$ cat config.mk
export PLATFORM = sky130hd
export DESIGN_NAME = axi_burst_addr_gen
export DESIGN_NICKNAME = d
export VERILOG_FILES = /design/src/rtl/axi_burst_addr_gen.sv
export SDC_FILE = /design/constraint.sdc
export NUM_CORES = 1
export LEC_CHECK = 0
export ABC_AREA = 1
export CORE_MARGIN = 1
export CORE_UTILIZATION = 52
export DETAILED_ROUTE_END_ITERATION = 6
export GPL_TIMING_DRIVEN = 0
export PLACE_DENSITY = 0.72
export REMOVE_ABC_BUFFERS = 1
export SLEW_MARGIN = 15
export SYNTH_ARGS = -nofsm -noshare
export SYNTH_HDL_FRONTEND = slang
export SYNTH_SLANG_ARGS = --single-unit
$ cat constraint.sdc
create_clock -name clk_i -period 5.7 [get_ports clk_i]
set_input_delay 0.855 -clock clk_i [delete_from_list [all_inputs] [get_ports clk_i]]
set_output_delay 0.855 -clock clk_i [all_outputs]
set_load 0.02 [all_outputs]
$ cat src/rtl/axi_burst_addr_gen.sv
// axi_burst_addr_gen: AXI burst beat-address generator.
// Takes one burst request and emits one address per beat.
module axi_burst_addr_gen #(
    parameter  int ADDR_WIDTH = 32,
    parameter  int LEN_WIDTH  = 8,
    parameter  int DATA_BYTES = 8,
    localparam int LANE_W     = (DATA_BYTES > 1) ? $clog2(DATA_BYTES) : 1
) (
    input  logic                  clk_i,
    input  logic                  rst_ni,
    input  logic                  req_valid_i,
    output logic                  req_ready_o,
    input  logic [ADDR_WIDTH-1:0] req_addr_i,
    input  logic [LEN_WIDTH-1:0]  req_len_i,
    input  logic [2:0]            req_size_i,
    input  logic [1:0]            req_burst_i,
    output logic                  beat_valid_o,
    input  logic                  beat_ready_i,
    output logic [ADDR_WIDTH-1:0] beat_addr_o,
    output logic [LANE_W-1:0]     beat_lane_o,
    output logic [LEN_WIDTH-1:0]  beat_idx_o,
    output logic                  beat_last_o,
    output logic                  err_o
);

    if (DATA_BYTES < 1 || DATA_BYTES > 128 ||
        (DATA_BYTES & (DATA_BYTES - 1)) != 0) begin : g_cfg_err
        $error("DATA_BYTES must be a power of 2 in 1..128");
    end

    localparam int SIZE_MAX = $clog2(DATA_BYTES);
    // Wide enough that an INCR end address never wraps.
    localparam int EW       = ADDR_WIDTH + LEN_WIDTH + 8;

    typedef enum logic {
        IDLE  = 1'b0,
        BURST = 1'b1
    } state_e;

    state_e                state_q, state_d;
    logic [ADDR_WIDTH-1:0] addr_q, addr_d;
    logic [LEN_WIDTH-1:0]  idx_q, idx_d;
    logic [LEN_WIDTH-1:0]  len_q, len_d;
    logic [2:0]            size_q, size_d;
    logic [1:0]            burst_q, burst_d;
    logic                  err_q, err_d;

    logic                  req_hs, beat_hs, illegal;
    logic [ADDR_WIDTH-1:0] next_addr;

    // Request legality, judged on the live request fields.
    always_comb begin
        logic [EW-1:0]         first_w, last_w, step_w;
        logic [ADDR_WIDTH-1:0] low_mask;
        logic                  wrap_len_ok;
        step_w      = EW'(1) << req_size_i;
        first_w     = EW'(req_addr_i);
        last_w      = (first_w & ~(step_w - EW'(1)))
                    + (EW'(req_len_i) << req_size_i)
                    + step_w - EW'(1);
        low_mask    = (ADDR_WIDTH'(1) << req_size_i) - ADDR_WIDTH'(1);
        wrap_len_ok = (req_len_i == LEN_WIDTH'(1)) ||
                      (req_len_i == LEN_WIDTH'(3)) ||
                      (req_len_i == LEN_WIDTH'(7)) ||
                      (req_len_i == LEN_WIDTH'(15));
        illegal = 1'b0;
        if (req_burst_i == 2'd3) illegal = 1'b1;
        if (req_size_i > 3'(SIZE_MAX)) illegal = 1'b1;
        if (req_burst_i == 2'd2) begin
            if (!wrap_len_ok) illegal = 1'b1;
            if ((req_addr_i & low_mask) != '0) illegal = 1'b1;
        end
        if (req_burst_i == 2'd1) begin
            if ((first_w >> 12) != (last_w >> 12)) illegal = 1'b1;
        end
    end

    // Address of the following beat, from latched request only.
    always_comb begin
        logic [ADDR_WIDTH-1:0] step, mask, bnd;
        step = ADDR_WIDTH'(1) << size_q;
        mask = ((ADDR_WIDTH'(len_q) + ADDR_WIDTH'(1)) << size_q)
             - ADDR_WIDTH'(1);
        bnd  = addr_q & ~mask;
        unique case (burst_q)
            2'd1:    next_addr = (addr_q & ~(step - ADDR_WIDTH'(1))) + step;
            2'd2:    next_addr = bnd + ((addr_q - bnd + step) & mask);
            default: next_addr = addr_q;
        endcase
    end

    // Handshake-visible outputs, all gated off while in reset.
    always_comb begin
        req_ready_o  = (state_q == IDLE) && rst_ni;
        beat_valid_o = (state_q == BURST);
        beat_last_o  = beat_valid_o && (idx_q == len_q);
        beat_addr_o  = addr_q;
        beat_idx_o   = idx_q;
        beat_lane_o  = (DATA_BYTES == 1) ? '0 : addr_q[LANE_W-1:0];
        err_o        = err_q;
        req_hs       = req_valid_i && req_ready_o;
        beat_hs      = beat_valid_o && beat_ready_i;
    end

    // Next state: legal request opens a burst, last handshake closes it.
    always_comb begin
        state_d = state_q;
        unique case (state_q)
            IDLE:    if (req_hs && !illegal) state_d = BURST;
            BURST:   if (beat_hs && beat_last_o) state_d = IDLE;
            default: state_d = IDLE;
        endcase
    end

    // Datapath: latch on accept, step on each non-final beat handshake.
    always_comb begin
        addr_d  = addr_q;
        idx_d   = idx_q;
        len_d   = len_q;
        size_d  = size_q;
        burst_d = burst_q;
        err_d   = 1'b0;
        if (req_hs) begin
            err_d   = illegal;
            addr_d  = req_addr_i;
            len_d   = req_len_i;
            size_d  = req_size_i;
            burst_d = req_burst_i;
            idx_d   = '0;
        end else if (beat_hs && !beat_last_o) begin
            addr_d = next_addr;
            idx_d  = idx_q + LEN_WIDTH'(1);
        end
    end

    // State register.
    always_ff @(posedge clk_i or negedge rst_ni) begin
        if (!rst_ni) state_q <= IDLE;
        else         state_q <= state_d;
    end

    // Datapath registers.
    always_ff @(posedge clk_i or negedge rst_ni) begin
        if (!rst_ni) begin
            addr_q  <= '0;
            idx_q   <= '0;
            len_q   <= '0;
            size_q  <= '0;
            burst_q <= '0;
            err_q   <= 1'b0;
        end else begin
            addr_q  <= addr_d;
            idx_q   <= idx_d;
            len_q   <= len_d;
            size_q  <= size_d;
            burst_q <= burst_d;
            err_q   <= err_d;
        end
    end

endmodule
After elaboration in Yosys (flattened, before gate mapping) --
Cells that the tools add are included.
Cells by class: mux-type cells 16, add/sub/neg operators 13, shift-type cells 5, bitwise gates (word level) 9, eq/ne operators 11, magnitude comparators 1, reductions and logical operators 16
Operators with widths (number):
- 32-bit AND | 4
- 32-bit adder | 3
- 48-bit adder | 2
- 48-bit by 1-bit subtractor with 48-bit output, second input constant | 2
- 32-bit 2-to-1 mux | 2
- 32-bit inverter | 2
- 32-bit one-hot mux with 2 select lines | 1
- 1-bit by 3-bit << shifter with 32-bit output, first input constant | 2
- 32-bit by 1-bit subtractor with 32-bit output, second input constant | 2
- 32-bit by 48-bit AND with 48-bit output | 1
- 48-bit inverter | 1
- 1-bit by 3-bit << shifter with 48-bit output, first input constant | 1
- 8-bit by 3-bit << shifter with 48-bit output | 1
- 20-bit by 36-bit inequality test with 1-bit output | 1
- 32-bit nonzero test | 1
- 9-bit by 3-bit << shifter with 32-bit output | 1
- 32-bit by 2-bit subtractor with 32-bit output, second input constant | 1
- 32-bit subtractor | 1
- 8-bit 2-to-1 mux | 2
- 1-bit 2-to-1 mux | 10
- 8-bit by 1-bit adder with 9-bit output, second input constant | 1
- 8-bit by 1-bit adder with 8-bit output, second input constant | 1
- 8-bit by 1-bit == test with 1-bit output, second input constant | 1
- 8-bit by 2-bit == test with 1-bit output, second input constant | 1
- 14 further kinds | 26
Word-level totals: bits of input ports 49, word-level logic and storage cells 78, register bits 55, output and inout port bits 47

Logic depth before layout (Yosys ltp) --
Gate-level depths: netlist of run 1.
depth in word-level cells 14, gate-level depth with buffers 44, mapped depth without buffers 44

Least setup slack after synthesis of run 1 --
Ideal clock, no wire load.
path kind reg2reg, start point reg len_q[1], end point reg addr_q[30] (netlist: beat_addr_o[30]), period minus slack after synthesis 5680 ps, stages on the path, launching flop included 41, library setup time 117 ps, path slack 20 ps, data arrival time 5563 ps, required time 5583 ps, buffers on the path 0, cells stage by stage dfrtp_1 > ha_1 > o21ai_1 > nor2_1 > nand2_1 > ha_1 > nand2_1 > inv_2 > nand2_2 > nor2_2 > nand3_1 > nor2_2 > nand2_1 > nor3_1 > nand2_1 > nor2_1 > inv_2 > nor2_1 > [5 not listed] > nand4_1 > nand3_1 > inv_1 > o21ai_0 > a21boi_0 > inv_1 > o21ai_0 > a21oi_1 > ha_1 > a21oi_1 > o21ai_0 > a21o_1 > nor2_1 > nand3_1 > nand3_1 > nand2_1 > nand2_1 > nand2_1
On the way: cells in the longest elaborated chain, start to end 12, elaborated cells on any way between the ends 18, those cells by class 5 x add/sub; 1 x eq/ne; 1 x shift; 3 x mux; 3 x bitwise; 5 x reduce/logical
RTL lines:
- start, declared | RTL line 43 | logic [LEN_WIDTH-1:0] len_q, len_d;
- start signal, assigned | RTL line 154 | len_q <= len_d;
- 8-bit by 1-bit adder with 9-bit output | RTL line 82 | mask = ((ADDR_WIDTH'(len_q) + ADDR_WIDTH'(1)) << size_q)
- 9-bit by 3-bit << shifter with 32-bit output | RTL line 82
- 32-bit by 1-bit subtractor with 32-bit output | RTL line 83 | - ADDR_WIDTH'(1);
- 32-bit inverter | RTL line 84 | bnd = addr_q & ~mask;
- 32-bit AND | RTL line 84
- 32-bit subtractor | RTL line 87 | 2'd2: next_addr = bnd + ((addr_q - bnd + step) & mask);
- 32-bit adder | RTL line 87
- 32-bit AND | RTL line 87
- 32-bit adder | RTL line 87
- 32-bit one-hot mux with 2 select lines | RTL line 85 | unique case (burst_q)
- 32-bit 2-to-1 mux | RTL line 130 | end else if (beat_hs && !beat_last_o) begin
- 32-bit 2-to-1 mux | RTL line 123 | if (req_hs) begin
- end signal, assigned | RTL line 152 | addr_q <= addr_d;
- end, declared | RTL line 41 | logic [ADDR_WIDTH-1:0] addr_q, addr_d;
Parallel ways exist; a longest one is shown, timed or not. The select of a mux whose other input is x is not followed. A chain may end at the register's enable or synchronous reset.

Worst setup path in the final report of run 1 --
start point reg len_q[1], end point reg addr_q[28] (netlist: beat_addr_o[28])
Same word-level chain as after synthesis.

==> metrics.md, run 1 <==
| Metric | Value |
|---|---|
| Run status | complete, no violations |
| Clock tree from TritonCTS | yes |
| Most common cell after layout, fill and taps aside | nand2_1 |
| Number of levels the H-tree was split into | 2 |
| Worst-margin pin slew | between 1000 and 1500 ps |
| Initial core utilization | 0.536 |
| Total number of vias | around 15000 |
| Max-slew violation count | 0 |
| Slowest Stage Delay on Critical Path | around 460 ps |
| Number of filler cells placed in the layout | ~2500 |
| Height of the die | between 150 and 200 um |
| Post-synthesis async set-or-reset flop share | 1.00 |
| Max Clock Skew | 12.7 ps |
| Maximum clock rate | ~180 MHz |
| Number of instances in the synthesized netlist | around 2300 |
| CP Class | reg2reg |
| Headroom to the max-slew limit | 0.261 |
| Yosys warning total | 0 |
| Wire length per cell after detailed routing | 16.8 um |
| # nets final | about 2500 |
| Overall die area | between 20000 and 30000 um2 |
| Final count of negative-setup-slack endpoints | 0 |
| Synth-to-layout area growth | 16.3% |
| Number of antenna violations at the first check in global routing | 0 |
| Post-synthesis cell type count | between 50 and 60 |
| Number of hold buffers added after cts | 0 |
| IO Port Bufs | 95 |
| Clock sink total | 55 |
| TritonCTS buffer count | 5 |
| Largest net degree at the start of global routing | 57 |
| Most used flip-flop cell after synthesis | dfrtp_1 |
| Max Root-Sink Buffers | 2 |
| Slowest CP cell | dfrtp_2 |
| Max capacitance violation total | 0 |
| Critical path endpoint category | flip-flop |
| Share of cells above drive strength 1 | 0.130 |
| Floorplan Core Area | between 20000 and 25000 um2 |
| Final WL | around 45000 um |
| Average instance area after synthesis | 5.80 um2 |
| RSZ-0062 raised after global routing | true |
| Total negative slack for setup checks | 0 ps |
| DP Area | 14300 um2 |
| Remaining DRCs | 0 |
| DRT Pass-1 Iters | 6 |
| Data arrival time of the critical path | a little under 6000 ps |
| Die width | 161 um |
| Via density | 5.67 |
| First-pass GRT wire length | approximately 71000 um |
| Sequential fraction of the synthesis area | 0.104 |
| Clk_lat worst skew | approximately 310 ps |
| Gpl congestion | ~0.99 |
| Via count of the first global-routing pass | 14176 |
| Commonest non-fill, non-tap cells in the layout | 531 x nand2_1, 320 x inv_1, 229 x nor2_1 |
| Largest fanout of any net on the critical path | 6 |
| Crit path time final | about 5700 ps |
| Total Routing Usage GR | 0.341 |
| Number of inserted diodes | 0 |
| Cell repeated most along the worst path | nand2_1 |
| Summed instance area of the synthesized netlist | 13200 um2 |
| Estimated wirelength of the detail-placed design | roughly 37000 um |
| CTS Root Buffer Type | clkbuf_16 |
| Register clock-pin slew on the reported worst setup and hold paths | roughly 80 ps |
| Number of flops mapped to enable cells by yosys | 0 |
| Critical Path Start Type | flip-flop |
| Final Cell Area | between 15000 and 20000 um2 |
| Required time of the worst setup path | between 5000 and 6000 ps |
| Number of register bits inferred by synthesis | between 50 and 60 |
| Hold Crit Class | reg2reg |
| Total global routing overflow | 0 |
| Post-route clock period utilization | 0.998 |
| FP Rows | 57 |
| Iter 0 DRT Violations | around 1400 |
| Number of top-level pins | between 90 and 100 |
| Final antenna-violating net count | 0 |
| Number of hold violations in the final report | 0 |
-- through the flow --
step	hold slack (ps)	setup WS [ps]	utilization	instances
detailed placement	513	-1800	0.581	2634
CTS	532	2.96	0.604	2662
finish	528	10.0	0.623	2684
global route	565	-315	0.623	2684
floorplan	475	-161	-	2213
global placement	493	-4500	0.579	2632
-- critical path: cells and delay by family, from the launching register on --
kind	cells	cell delay, ps
DFF	1	460
adders and majority gates	4	1140
and+or+nand+nor	28	3040
AOI/OAI and AO/OA	4	450
buffers and inverters	6	480
-- path summary, 6_finish.rpt --
| check | from | depth (start not counted) | slack [ps] | end |
|---|---|---|---|---|
| min in group asynchronous | rst_ni | 1 | 600 | len_q[6] |
| worst max register to register | len_q[1] | 42 | 10 | beat_addr_o[28] |
| worst min register to register | beat_addr_o[31] | 2 | 530 | beat_addr_o[31] |
| worst min-delay path | beat_addr_o[31] | 2 | 530 | beat_addr_o[31] |
| max in group asynchronous | rst_ni | 1 | 4540 | size_q[2] |
| worst max-delay path | len_q[1] | 42 | 10 | beat_addr_o[28] |
-- repair_timing --
item                                    4_1_cts  5_1_grt
buffers inserted                             20       22
pin swaps                                    12       45
endpoints found under the setup margin       19       17
gates cloned                                  0        0
gates resized for setup                      72       89
-- state kept, by name (all words and copies together), names as in the netlist --
signal / cells
beat_addr_o: 32
beat_idx_o: 8
beat_valid_o: 1
burst_q: 2
err_o: 1
len_q: 8
size_q: 3
-- layer usage --
layer / share of wire / GRT usage
met1: 0.45 / 0.471
met2: 0.45 / 0.562
met5: 0 / 0
met3: 0.081 / 0.0380
met4: 0.024 / 0.0913
-- final cells by class --
class	count	area [um2]	area share
multi-input cells	1809	10700	0.699
repair buffers	139	1320	0.0859
flip-flops and latches	55	1390	0.0910
clock inverters	3	33.8	0.00220
well taps	324	405	0.0265
clock buffers	5	125	0.00817
inverters	349	1340	0.0877
-- cells in the mapped netlist, types with 5 or more instances --
cell | count | area share
nand3_1 | 219 | 0.083
o221ai_1 | 5 | 0.0033
o21a_1 | 10 | 0.0057
or2_2 | 10 | 0.0047
nor4_1 | 5 | 0.0024
a31oi_1 | 10 | 0.0047
nand4_1 | 42 | 0.020
nand2_2 | 32 | 0.015
nand2_4 | 10 | 0.0085
o21ai_0 | 130 | 0.049
xnor2_1 | 30 | 0.020
a211oi_1 | 5 | 0.0028
dfrtp_1 | 55 | 0.10
a21o_1 | 6 | 0.0034
xor2_1 | 44 | 0.029
o21ai_1 | 13 | 0.0049
nand3_2 | 25 | 0.019
a21oi_1 | 151 | 0.057
nor2_4 | 13 | 0.011
buf_6 | 5 | 0.0043
inv_1 | 326 | 0.093
nor3_1 | 39 | 0.015
nand3b_1 | 6 | 0.0034
o21bai_1 | 8 | 0.0046
o211ai_1 | 8 | 0.0046
clkbuf_1 | 38 | 0.011
inv_2 | 20 | 0.0057
nand2_1 | 544 | 0.15
fa_1 | 16 | 0.024
ha_1 | 108 | 0.10
nor2_1 | 251 | 0.071
buf_4 | 8 | 0.0046
nor2_2 | 19 | 0.0090
o22ai_1 | 8 | 0.0038
o21ai_2 | 6 | 0.0040
buf_2 | 8 | 0.0030
-- kinds of logic after synthesis --
family / synth area share
compound gates: 0.164
xor+xnor: 0.0492
flops: 0.104
mux: 0.000760
buf+inv: 0.122
fa+ha+maj: 0.127
simple gates: 0.433
Power of run 1 is not shown: default switching activity piles up to over one toggle a cycle in this logic, so the estimate is an artifact.
==> run 2: changes to the inputs <==
--- a/config.mk
+++ b/config.mk
@@ -12,7 +12,6 @@
 export GPL_TIMING_DRIVEN = 0
 export PLACE_DENSITY = 0.72
 export REMOVE_ABC_BUFFERS = 1
-export SLEW_MARGIN = 15
 export SYNTH_ARGS = -nofsm -noshare
 export SYNTH_HDL_FRONTEND = slang
 export SYNTH_SLANG_ARGS = --single-unit
==> run 2 against run 1 <==
Largest cell class unchanged; hold slack got worse by 19 ps; fmax increased by 0.24%; cell area increased by 0.40%.
==> metrics.md, run 2 (same netlist as run 1, synthesis figures left out) <==
| Metric | Value |
|---|---|
| Final count of negative-setup-slack endpoints | 0 (unchanged) |
| FP Rows | 57 (unchanged) |
| Iter 0 DRT Violations | 1438 (+0.56%) |
| GRT met1 Usage | 0.473 (+0.00279) |
| CP Class | reg2reg |
| Crit path time final | 5680 ps (-13.6 ps) |
| Height of the die | 161 um (unchanged) |
| Via density | 5.74 (+1.2%) |
| Clock sink total | 55 (unchanged) |
| R2R Path End | beat_addr_o[31] |
| Total negative slack for setup checks | 0 ps (unchanged) |
| Max Clock Skew | 12.0 ps (-0.656 ps) |
| Critical Path Start Type | flip-flop |
| Critical path endpoint category | flip-flop |
| Max-slew violation count | 0 (unchanged) |
| Busiest layer in global routing | met2 |
| Required time of the worst setup path | 5950 ps (+60 ps) |
| Slowest Stage Delay on Critical Path | 520 ps (+60 ps) |
| Estimated wirelength of the detail-placed design | 36500 um (-0.46%) |
| Remaining DRCs | 0 (unchanged) |
| Max capacitance violation total | 0 (unchanged) |
| Initial core utilization | 0.536 (unchanged) |
| Number of hold violations in the final report | 0 (unchanged) |
| Largest net degree at the start of global routing | 55 (-3.5%) |
| Largest fanout of any net on the critical path | 6 (unchanged) |
| Final WL | 45300 um (+0.15%) |
| Global-route met3 utilization | 0.0388 (+0.000770) |
| Total global routing overflow | 0 (unchanged) |
| Cell repeated most along the worst path | nand2_1 |
| Number of hold buffers added after cts | 0 (unchanged) |
| Wire length per cell after detailed routing | 16.8 um (about the same) |
| Reg-to-reg slack, setup | 20 ps (about the same) |
| Share of cells above drive strength 1 | 0.135 (+0.00534) |
| Max Root-Sink Buffers | 2 (unchanged) |
| Number of antenna violations at the first check in global routing | 0 (unchanged) |
| Slowest CP cell | dfrtp_1 |
| Most common cell after layout, fill and taps aside | nand2_1 |
| Gpl congestion | 0.993 (unchanged) |
| Total Routing Usage GR | 0.342 (+0.00149) |
| Hold Crit Class | in2async |
| Grt met2 use | 0.571 (+0.00980) |
| # nets final | 2535 (+0.12%) |
| Headroom to the max-slew limit | 0.241 (-0.0205) |
| Worst-margin pin slew | 1140 ps (+30.8 ps) |
| Length in cells of the worst reg-to-reg path | 41 (-2.4%) |
| First-pass GRT wire length | 71400 um (+0.68%) |
| Clock tree from TritonCTS | yes |
| CTS Root Buffer Type | clkbuf_16 |
| DRT Pass-1 Iters | 6 (unchanged) |
| Commonest non-fill, non-tap cells in the layout | 530 x nand2_1, 318 x inv_1, 227 x nor2_1 |
| Data arrival time of the critical path | 5930 ps (+50 ps) |
| Maximum clock rate | 176 MHz (+0.24%) |
| Via count of the first global-routing pass | 14155 (-0.15%) |
| RSZ-0062 raised after global routing | true |
| Run status | complete, no violations |
| Number of inserted diodes | 0 (unchanged) |
| Post-route worst hold slack | 509 ps (-18.6 ps) |
| Final antenna-violating net count | 0 (unchanged) |
| Number of levels the H-tree was split into | 2 (unchanged) |
| Total number of vias | 15433 (+1.3%) |
| Die width | 161 um (unchanged) |
| Register clock-pin slew on the reported worst setup and hold paths | 80 ps (about the same) |
| TritonCTS buffer count | 5 (unchanged) |
| Floorplan Core Area | 24600 um2 (unchanged) |
| Number of top-level pins | 96 (unchanged) |
| Overall die area | 26000 um2 (unchanged) |
| Number of flip-flops in the largest register | 32 (unchanged) |
| Clk_lat worst skew | 310 ps (about the same) |
| FF-to-FF Start | len_q[5] |
| IO Port Bufs | 95 (unchanged) |
| Post-route clock period utilization | 0.996 (-0.00239) |
| Synth-to-layout area growth | 16.7% |
## run 2: how the worst max path moves through the flow
stage | startpoint | slack, ps | end
after floorplan | size_q[2] | -160 | beat_addr_o[30]
after global routing | len_q[1] | -300 | beat_addr_o[31]
after CTS | len_q[0] | -10 | beat_addr_o[31]
final | len_q[5] | 20 | beat_addr_o[31]
after detailed placement | size_q[2] | -1810 | beat_addr_o[30]
after global placement | rst_ni | -4500 | beat_addr_o[5]
## run 2: final cells by class
cell class | instances | area (um2)
Fill cell | 2464 | 9220
Clock inverter | 3 | 33.8
Sequential cell | 55 | 1390
Tap cell | 324 | 405
Inverter | 349 | 1340
Timing Repair Buffer | 142 | 1340
Multi-Input combinational cell | 1809 | 10700
Clock buffer | 5 | 125
## run 2: routing by layer
metal  up-vias  wire, um
met5         -         0
met4         0       886
met3        65      3790
met2       608     20600
met1      7135     20000
li1       7625         -
## run 2: worst max-delay path, delay by kind of cell, from the launching register on
| kind | cells | cell delay, ps |
|---|---|---|
| buffers and inverters | 3 | 270 |
| AOI/OAI and AO/OA | 9 | 1460 |
| adders and majority gates | 2 | 550 |
| and+or+nand+nor | 27 | 2800 |
| DFF | 1 | 520 |
## run 2: timing repair
item	4_1_cts	5_1_grt
endpoints found under the setup margin	18	17
pin swaps	12	47
buffers inserted	20	24
resized for setup	73	99
## run 2: stage by stage
step / cell area, um2 / utilization / setup slack [ps] / cells
floorplan: 12900 / - / -161 / 2213
global placement: 14200 / 0.579 / -4500 / 2632
detailed placement: 14300 / 0.580 / -1810 / 2634
CTS: 14800 / 0.603 / -14.5 / 2662
global route: 15400 / 0.625 / -295 / 2687
finish: 15400 / 0.625 / 23.6 / 2687
Power of run 2 is left out for the same reason.
